**config.mk**
```make
export PLATFORM = sky130hd
export DESIGN_NAME = shift_load_ctrl_flat
export DESIGN_NICKNAME = d
export VERILOG_FILES = /design/src/rtl/shift_ctrl_pkg.sv /design/src/rtl/shift_load_ctrl_if.sv /design/src/rtl/shift_bit_counter.sv /design/src/rtl/shift_load_ctrl.sv /design/src/flat_wrapper.sv
export SDC_FILE = /design/constraint.sdc
export NUM_CORES = 1
export LEC_CHECK = 0
export CORE_AREA = 2 2 39 41
export DETAILED_ROUTE_END_ITERATION = 10
export DIE_AREA = 0 0 41 43
export HOLD_SLACK_MARGIN = 0.1
export PLACE_DENSITY = 0.73
export REMOVE_ABC_BUFFERS = 1
export SKIP_LAST_GASP = 1
export SLEW_MARGIN = 20
export SYNTH_ARGS = -nofsm -noshare
export SYNTH_HDL_FRONTEND = slang
export SYNTH_SLANG_ARGS = --single-unit
```
**constraint.sdc**
```tcl
create_clock -name clock -period 3.8 [get_ports clock]
set_input_delay 0.38 -clock clock [delete_from_list [all_inputs] [get_ports clock]]
set_output_delay 0.38 -clock clock [all_outputs]
set_load 0.01 [all_outputs]
```
**src/rtl/shift_ctrl_pkg.sv**
```systemverilog
// Shared definitions for the shift-register load controller:
// FSM state encoding, default register width and counter sizing helper.
package shift_ctrl_pkg;

    // Default number of bits in the target shift register.
    localparam int unsigned DEFAULT_WIDTH = 4;

    // Load controller FSM states.
    typedef enum logic [1:0] {
        ST_IDLE  = 2'd0,
        ST_CLEAR = 2'd1,
        ST_SHIFT = 2'd2,
        ST_DONE  = 2'd3
    } state_t;

    // Bit counter width: one bit more than needed to index the word,
    // so the counter can reach WIDTH without wrapping.
    function automatic int unsigned cnt_width(input int unsigned width);
        return $clog2(width) + 1;
    endfunction

endpackage

```
**src/rtl/shift_load_ctrl_if.sv**
```systemverilog
// Handshake and shift-register control bundle for shift_load_ctrl.
// Optional feature macro: READBACK_CHECK_EN adds sr_q readback and match.
import shift_ctrl_pkg::*;

interface shift_load_ctrl_if #(
    parameter int unsigned WIDTH = DEFAULT_WIDTH
);

    // Requester side
    logic             start;
    logic             abort;
    logic [WIDTH-1:0] data_in;

    // Status back to requester
    logic             ready;
    logic             busy;
    logic             done;

    // Shift register control
    logic             sr_clear_n;
    logic             sr_shift;
    logic             sr_in;

`ifdef READBACK_CHECK_EN
    logic [WIDTH-1:0] sr_q;
    logic             match;

    // Requester / environment side
    modport master (
        output start, abort, data_in, sr_q,
        input  ready, busy, done, sr_clear_n, sr_shift, sr_in, match
    );

    // Controller side
    modport slave (
        input  start, abort, data_in, sr_q,
        output ready, busy, done, sr_clear_n, sr_shift, sr_in, match
    );
`else
    // Requester / environment side
    modport master (
        output start, abort, data_in,
        input  ready, busy, done, sr_clear_n, sr_shift, sr_in
    );

    // Controller side
    modport slave (
        input  start, abort, data_in,
        output ready, busy, done, sr_clear_n, sr_shift, sr_in
    );
`endif

endinterface

```
**src/rtl/shift_bit_counter.sv**
```systemverilog
// Bit counter for the shift phase: synchronous clear, count enable,
// saturates at WIDTH so it never wraps inside one load. The terminal flag
// marks the last bit position (WIDTH-1).
import shift_ctrl_pkg::*;

module shift_bit_counter #(
    parameter int unsigned WIDTH = DEFAULT_WIDTH
) (
    input  logic                          clock,
    input  logic                          reset,
    input  logic                          clear,
    input  logic                          enable,
    output logic [cnt_width(WIDTH)-1:0]   count,
    output logic                          terminal
);

    localparam int unsigned CW = cnt_width(WIDTH);

    // Count register: clear has priority, increment holds at WIDTH.
    always_ff @(posedge clock or negedge reset) begin
        if (!reset) begin
            count <= '0;
        end else if (clear) begin
            count <= '0;
        end else if (enable && (count != CW'(WIDTH))) begin
            count <= count + CW'(1);
        end
    end

    // Terminal flag: current count addresses the final bit.
    always_comb begin
        terminal = (count == CW'(WIDTH - 1));
    end

endmodule

```
**src/rtl/shift_load_ctrl.sv**
```systemverilog
// Serial loader for an external shift register. Captures a parallel word on
// start, clears the target register for one cycle, then shifts the word out
// LSB first so the register (shifting in at its MSB) ends up holding it.
// Optional feature macro: READBACK_CHECK_EN compares sr_q against the
// captured word while done is high and reports the result on match.
import shift_ctrl_pkg::*;

module shift_load_ctrl #(
    parameter int unsigned WIDTH = DEFAULT_WIDTH
) (
    input  logic                 clock,
    input  logic                 reset,
    shift_load_ctrl_if.slave     bus
);

    localparam int unsigned CW = cnt_width(WIDTH);

    state_t           state;
    state_t           state_next;
    logic [WIDTH-1:0] shadow;
    logic [WIDTH-1:0] shifted;
    logic [CW-1:0]    count;
    logic             terminal;
    logic             capture;
    logic             cnt_clear;
    logic             cnt_en;

    shift_bit_counter #(
        .WIDTH (WIDTH)
    ) u_bit_counter (
        .clock    (clock),
        .reset    (reset),
        .clear    (cnt_clear),
        .enable   (cnt_en),
        .count    (count),
        .terminal (terminal)
    );

    // FSM state register.
    always_ff @(posedge clock or negedge reset) begin
        if (!reset) begin
            state <= ST_IDLE;
        end else begin
            state <= state_next;
        end
    end

    // Shadow word: captured once on start acceptance, held for the load.
    always_ff @(posedge clock or negedge reset) begin
        if (!reset) begin
            shadow <= '0;
        end else if (capture) begin
            shadow <= bus.data_in;
        end
    end

    // Next-state and counter control; abort beats start and cancels a load.
    always_comb begin
        state_next = state;
        capture    = 1'b0;
        cnt_clear  = 1'b0;
        cnt_en     = 1'b0;
        case (state)
            ST_IDLE: begin
                if (bus.start && !bus.abort) begin
                    capture    = 1'b1;
                    state_next = ST_CLEAR;
                end
            end
            ST_CLEAR: begin
                cnt_clear  = 1'b1;
                state_next = bus.abort ? ST_IDLE : ST_SHIFT;
            end
            ST_SHIFT: begin
                cnt_en = 1'b1;
                if (bus.abort) begin
                    state_next = ST_IDLE;
                end else if (terminal) begin
                    state_next = ST_DONE;
                end
            end
            ST_DONE: begin
                state_next = ST_IDLE;
            end
            default: begin
                state_next = ST_IDLE;
            end
        endcase
    end

    // Outputs decoded from state; sr_clear_n also follows reset directly so
    // the target register is held clear for the whole reset period.
    always_comb begin
        shifted        = shadow >> count;
        bus.ready      = (state == ST_IDLE);
        bus.busy       = (state == ST_CLEAR) || (state == ST_SHIFT);
        bus.done       = (state == ST_DONE);
        bus.sr_shift   = (state == ST_SHIFT);
        bus.sr_in      = (state == ST_SHIFT) ? shifted[0] : 1'b0;
        bus.sr_clear_n = reset && (state != ST_CLEAR);
    end

`ifdef READBACK_CHECK_EN
    // Readback compare, presented alongside done.
    always_comb begin
        bus.match = (state == ST_DONE) && (bus.sr_q == shadow);
    end
`endif

endmodule

```
**src/flat_wrapper.sv**
```systemverilog
// flat-port wrapper written by rule: the top's interface ports become plain ports
module shift_load_ctrl_flat 
#(
    parameter int unsigned WIDTH = DEFAULT_WIDTH
)
  (clock, reset, bus_start, bus_abort, bus_data_in, bus_ready, bus_busy, bus_done, bus_sr_clear_n, bus_sr_shift, bus_sr_in);
  shift_load_ctrl_if #(.WIDTH(WIDTH)) bus_i ();
  input  logic clock;
  input  logic reset;
  input wire logic [$bits(bus_i.start)-1:0] bus_start;
  input wire logic [$bits(bus_i.abort)-1:0] bus_abort;
  input wire logic [$bits(bus_i.data_in)-1:0] bus_data_in;
  output wire logic [$bits(bus_i.ready)-1:0] bus_ready;
  output wire logic [$bits(bus_i.busy)-1:0] bus_busy;
  output wire logic [$bits(bus_i.done)-1:0] bus_done;
  output wire logic [$bits(bus_i.sr_clear_n)-1:0] bus_sr_clear_n;
  output wire logic [$bits(bus_i.sr_shift)-1:0] bus_sr_shift;
  output wire logic [$bits(bus_i.sr_in)-1:0] bus_sr_in;
  assign bus_i.start = bus_start;
  assign bus_i.abort = bus_abort;
  assign bus_i.data_in = bus_data_in;
  assign bus_ready = bus_i.ready;
  assign bus_busy = bus_i.busy;
  assign bus_done = bus_i.done;
  assign bus_sr_clear_n = bus_i.sr_clear_n;
  assign bus_sr_shift = bus_i.sr_shift;
  assign bus_sr_in = bus_i.sr_in;
  shift_load_ctrl #(.WIDTH(WIDTH)) u_core (.clock(clock), .reset(reset), .bus(bus_i));
endmodule
```
---- Yosys cells after proc, flatten, opt, wreduce, memory -nomap -nowiden ----
Cells that the tools add are included.
word-level totals
  register bits after elaboration ......... 9
  bits of input ports ..................... 8
  output and inout port bits .............. 6
  word-level logic and storage cells ...... 33
operators by class
  add/sub/neg operators ................... 1
  equal/unequal tests ..................... 8
  shift operators ......................... 1
  multiplexer cells ....................... 12
  reductions and logical operators ........ 8
operators with widths
  operator                                             number
  two-way mux 2 bit                                    4
  one-hot mux 2 bit (4 select lines)                   1
  two-way mux 3 bit                                    2
  two-way mux 1 bit                                    5
  equality test 2 bit, second input constant           2
  != test 2 x 1 -> 1 bit, second input constant        2
  >> shifter 4 x 3 -> 1 bit                            1
  adder 3 x 1 -> 3 bit, second input constant          1
  equality test 3 x 2 -> 1 bit, second input constant  1
  logical AND 1 bit                                    3
  != test 3 x 2 -> 1 bit, second input constant        1
  != test 3 bit, second input constant                 1
  equality test 2 x 1 -> 1 bit, second input constant  1
  logical NOT 2 bit                                    1
  AND reduction 2 bit                                  1
  nonzero test 2 bit                                   1
  logical NOT 1 bit                                    1
  logical OR 1 bit                                     1

---- Depth between registers and ports, before layout ----
  word-level depth ........................ 5
  depth in mapped cells ................... 5
  depth with buffers taken out ............ 5

---- Hierarchy ----
A second synthesis with hierarchy kept.
second synthesis, totals
  cell total of the unflattened synthesis .. 52
  area, all modules ....................... 575.6 um^2
by module, submodules not included
  module             times used  cells each  area each (um^2)  seq. area each (um^2)
  shift_load_ctrl    1           34          385.4             150.1
  shift_bit_counter  1           18          190.2             75.1

---- Least setup slack after synthesis ----
Ideal clock, no wire load.
  path type ............................... reg2out
  start ................................... register u_core.u_bit_counter.count[0]
  end ..................................... output bus_sr_in
  arrival time ............................ 1101 ps
  data required time ...................... 3420 ps
  setup slack ............................. 2319 ps
  cell stages (with the launch flop) ...... 3
  buffers on the path ..................... 0
  path through ............................ dfrtp_1 > mux4_2 > and3_1
on the way
  cells in the longest elaborated chain, start to end .. 2
ends and longest elaborated chain
  item                       RTL line                 RTL
  from (decl)                shift_bit_counter.sv:13  output logic [cnt_width(WIDTH)-1:0] count,
  from (signal assigned)     shift_bit_counter.sv:26  count <= count + CW'(1);
  >> shifter 4 x 3 -> 1 bit  shift_load_ctrl.sv:94    shifted = shadow >> count;
  two-way mux 1 bit          shift_load_ctrl.sv:99    bus.sr_in = (state == ST_SHIFT) ? shifted[0] : 1'b0;
  to (decl)                  flat_wrapper.sv:18       output wire logic [$bits(bus_i.sr_in)-1:0] bus_sr_in;
Every way passes these cells.

---- Worst setup path after layout ----
Same ends and word-level chain as after synthesis.

==> flow_metrics.py <==
metrics = {
    "clock_tree": {
        "worstSkewPairLatency_ns": 0.26,
        "h-tree-depth": 1,
        "postCtsSetupBuffers": 0,
        "cts_buffer_depth": 2,
        "cts_hold_buffers": 0,
        "numCtsBuffers": 3,
        "cts_root_buffer": "clkbuf_4",
        "post_cts_resized": 0,
        "cts.sinks": 9,
        "cts_tree": "done",
        "path_clk_slew_ns": 0.06,
    },
    "run_status": {
        "status": "finished clean",
    },
    "setup_path": {
        "r2r-start": "u_core.state[0]",
        "crit_slowest_cell": "mux4_2",
        "startpoint": "u_core.u_bit_counter.count[0]",
        "end_kind": "output port",
        "path_depth": 3,
        "crit_chain": "mux4_2, and3_1, clkdlybuf4s50_1",
        "r2r_cells": 5,
        "rrSetupSlack_ns": 2.34,
        "crit_fanout": 4,
        "worstSetupStartpointType": "flop",
        "crit_buf_inv": 1,
        "required_ns": 3.42,
        "max_stage_delay_ns": 0.53,
        "critPathCapture": "bus_sr_in",
        "cp.arrival_ns": 1.89,
        "path_class": "reg -> out",
        "r2r-end": "u_core.u_bit_counter.count[1]",
        "crit_family": "multiplexers",
    },
    "min_path": {
        "holdCritPathClass": "in -> async",
    },
    "die": {
        "die_area_sq_um": 1760,
        "initial_core_util": 0.394,
        "die_y_um": 43,
        "coreArea_sq_um": 1380,
        "ios": 14,
        "placementRows": 14,
        "die_w_um": 41,
    },
    "global_route": {
        "grt_pass1_wl_um": 1610,
        "grt_pass1_vias": 381,
        "grt_max_degree": 11,
        "grt.total_usage": 0.139,
        "grt_overflow": 0,
        "antenna_found_initial": 0,
    },
    "finish": {
        "design_area_sq_um": 722,
        "syn_to_final_growth_pct": 32.3,
        "num_antenna_cells": 0,
        "drive_gt1_frac": 0.138,
        "final_cells": 81,
        "nets": 82,
    },
    "placed_design": {
        "place_inst": 77,
        "dp_hpwl_um": 771,
        "io_buffers": 13,
        "gp_congestion": 0.655,
        "dpl_cell_area_sq_um": 696,
        "pre_cts_slack_ns": 1.58,
    },
    "detailed_routing": {
        "viasPerCell": 4.83,
        "num_vias": 391,
        "drt_iter0_drc": 7,
        "drt_wl_total_um": 948,
        "routedWlPerCell_um": 11.7,
        "route.detailed.drc": 0,
        "drt_first_pass_iters": 5,
        "postRouteAntennaNets": 0,
    },
    "sta": {
        "maxSlewViolCount": 0,
        "maxSlewHeadroom": 0.731,
        "period_share": 0.597,
        "finalSetupTns_ns": 0,
        "max_freq_mhz": 441,
        "tightest_slew_ns": 0.402,
        "hold_viol": 0,
        "setup_viol": 0,
        "fin_ws_ns": 1.53,
        "skew_ns": 0.00155,
        "period_needed_ns": 2.27,
        "rsz0062_at_grt": "false",
    },
    "pwr": {
        "p_leak_uw": 0.000317,
        "power.total_uw": 449,
        "vdd_drop_max_v": 0.000291,
        "powerDensity_nw_per_um2": 622,
    },
    "synthesis": {
        "synthAdderAreaFrac": 0.183,
        "synth_area_per_cell_sq_um": 11.4,
        "ys_seq_area_frac": 0.413,
        "ys_async_sr_fraction": 1.00,
        "synth_top_family_by_area": "adder cells",
        "synth-simple-area-share": 0.0986,
        "synth_compound_area_frac": 0.0803,
        "synth_edf_count": 0,
        "synth_area_sq_um": 546,
        "ys_warn_count": 0,
        "synth.distinct_cells": 18,
        "synth_cells": 48,
        "yosys_most_used_dff": "dfrtp_1",
        "muxShareOfSynthArea": 0.161,
        "yosys_register_bits": 9,
        "yosys.area_share.xor_xnor": 0.0161,
    },
    "flow_run": {
        "drv_cap": 0,
    },
}
==> synthesized netlist by cell type, drive strengths merged (2+ instances only) <==
cell type / number / area [sq um]
dfrtp: 9 / 225
ha: 8 / 100
inv: 7 / 26.3
mux2: 4 / 45.0
nand2b: 3 / 18.8
nor2: 3 / 11.3
mux2i: 2 / 20.0
o21ai: 2 / 10.0
==> routing by layer <==
metal / vias up / wire [um] / track usage / share of wire
li1: 197 / - / - / -
met1: 177 / 431 / 0.169 / 0.45
met2: 15 / 444 / 0.222 / 0.47
met3: 2 / 59 / 0.0471 / 0.062
met4: 0 / 13 / 0.0400 / 0.014
met5: - / 0 / 0 / 0
==> sequential cells by signal, summed over array words and instances, names as in the netlist <==
register                    cells
u_core.state                    2
u_core.u_bit_counter.count      3
u_core.shadow                   4
==> power by group <==
part / internal, uW / total, uW / switching [uW]
sequential: 132 / 161 / 28.6
clock: 40.4 / 73.2 / 32.8
combinational: 122 / 215 / 93.2
==> final cells by class <==
class	count	area (sq um)
fillers	140	662
multi-input cells	32	294
clock buffers	4	26.3
well taps	16	20.0
repair buffers	13	130
flip-flops and latches	9	225
inverters	7	26.3
==> through the flow <==
stage / utilization / hold slack, ns
final: 0.522 / 0.412
after global routing: 0.522 / 0.462
after CTS: 0.522 / 0.431
after detailed placement: 0.503 / 0.502
after global placement: 0.503 / 0.482
after floorplan: - / 0.0844
==> worst min path at each step <==
stage | endpoint | slack (ns) | start
after detailed placement | u_core.shadow[2] | 0.50 | u_core.shadow[2]
after global placement | u_core.shadow[1] | 0.48 | u_core.shadow[1]
final | u_core.state[0] | 0.41 | reset
after floorplan | u_core.shadow[0] | 0.08 | reset
after CTS | u_core.u_bit_counter.count[2] | 0.43 | reset
after global routing | u_core.u_bit_counter.count[2] | 0.46 | reset
==> cell usage in the layout, fill, tap and decap left out, types with 2 or more instances in the layout <==
cell / n
clkdlybuf4s50_1: 13
ha_1: 8
nand2b_1: 3
mux2_2: 4
o21ai_0: 2
inv_1: 7
nor2_1: 3
mux2i_1: 2
clkbuf_4: 3
dfrtp_1: 9
==> logic make-up (layout without fill, tap and decap cells) <==
group	after synthesis	count (layout)
compound gates	6	6
mux	7	7
xor+xnor	1	1
fa+ha+maj	8	8
buf+inv	7	24
flops	9	9
simple gates	10	10
Power figures use the tool's default switching activity.
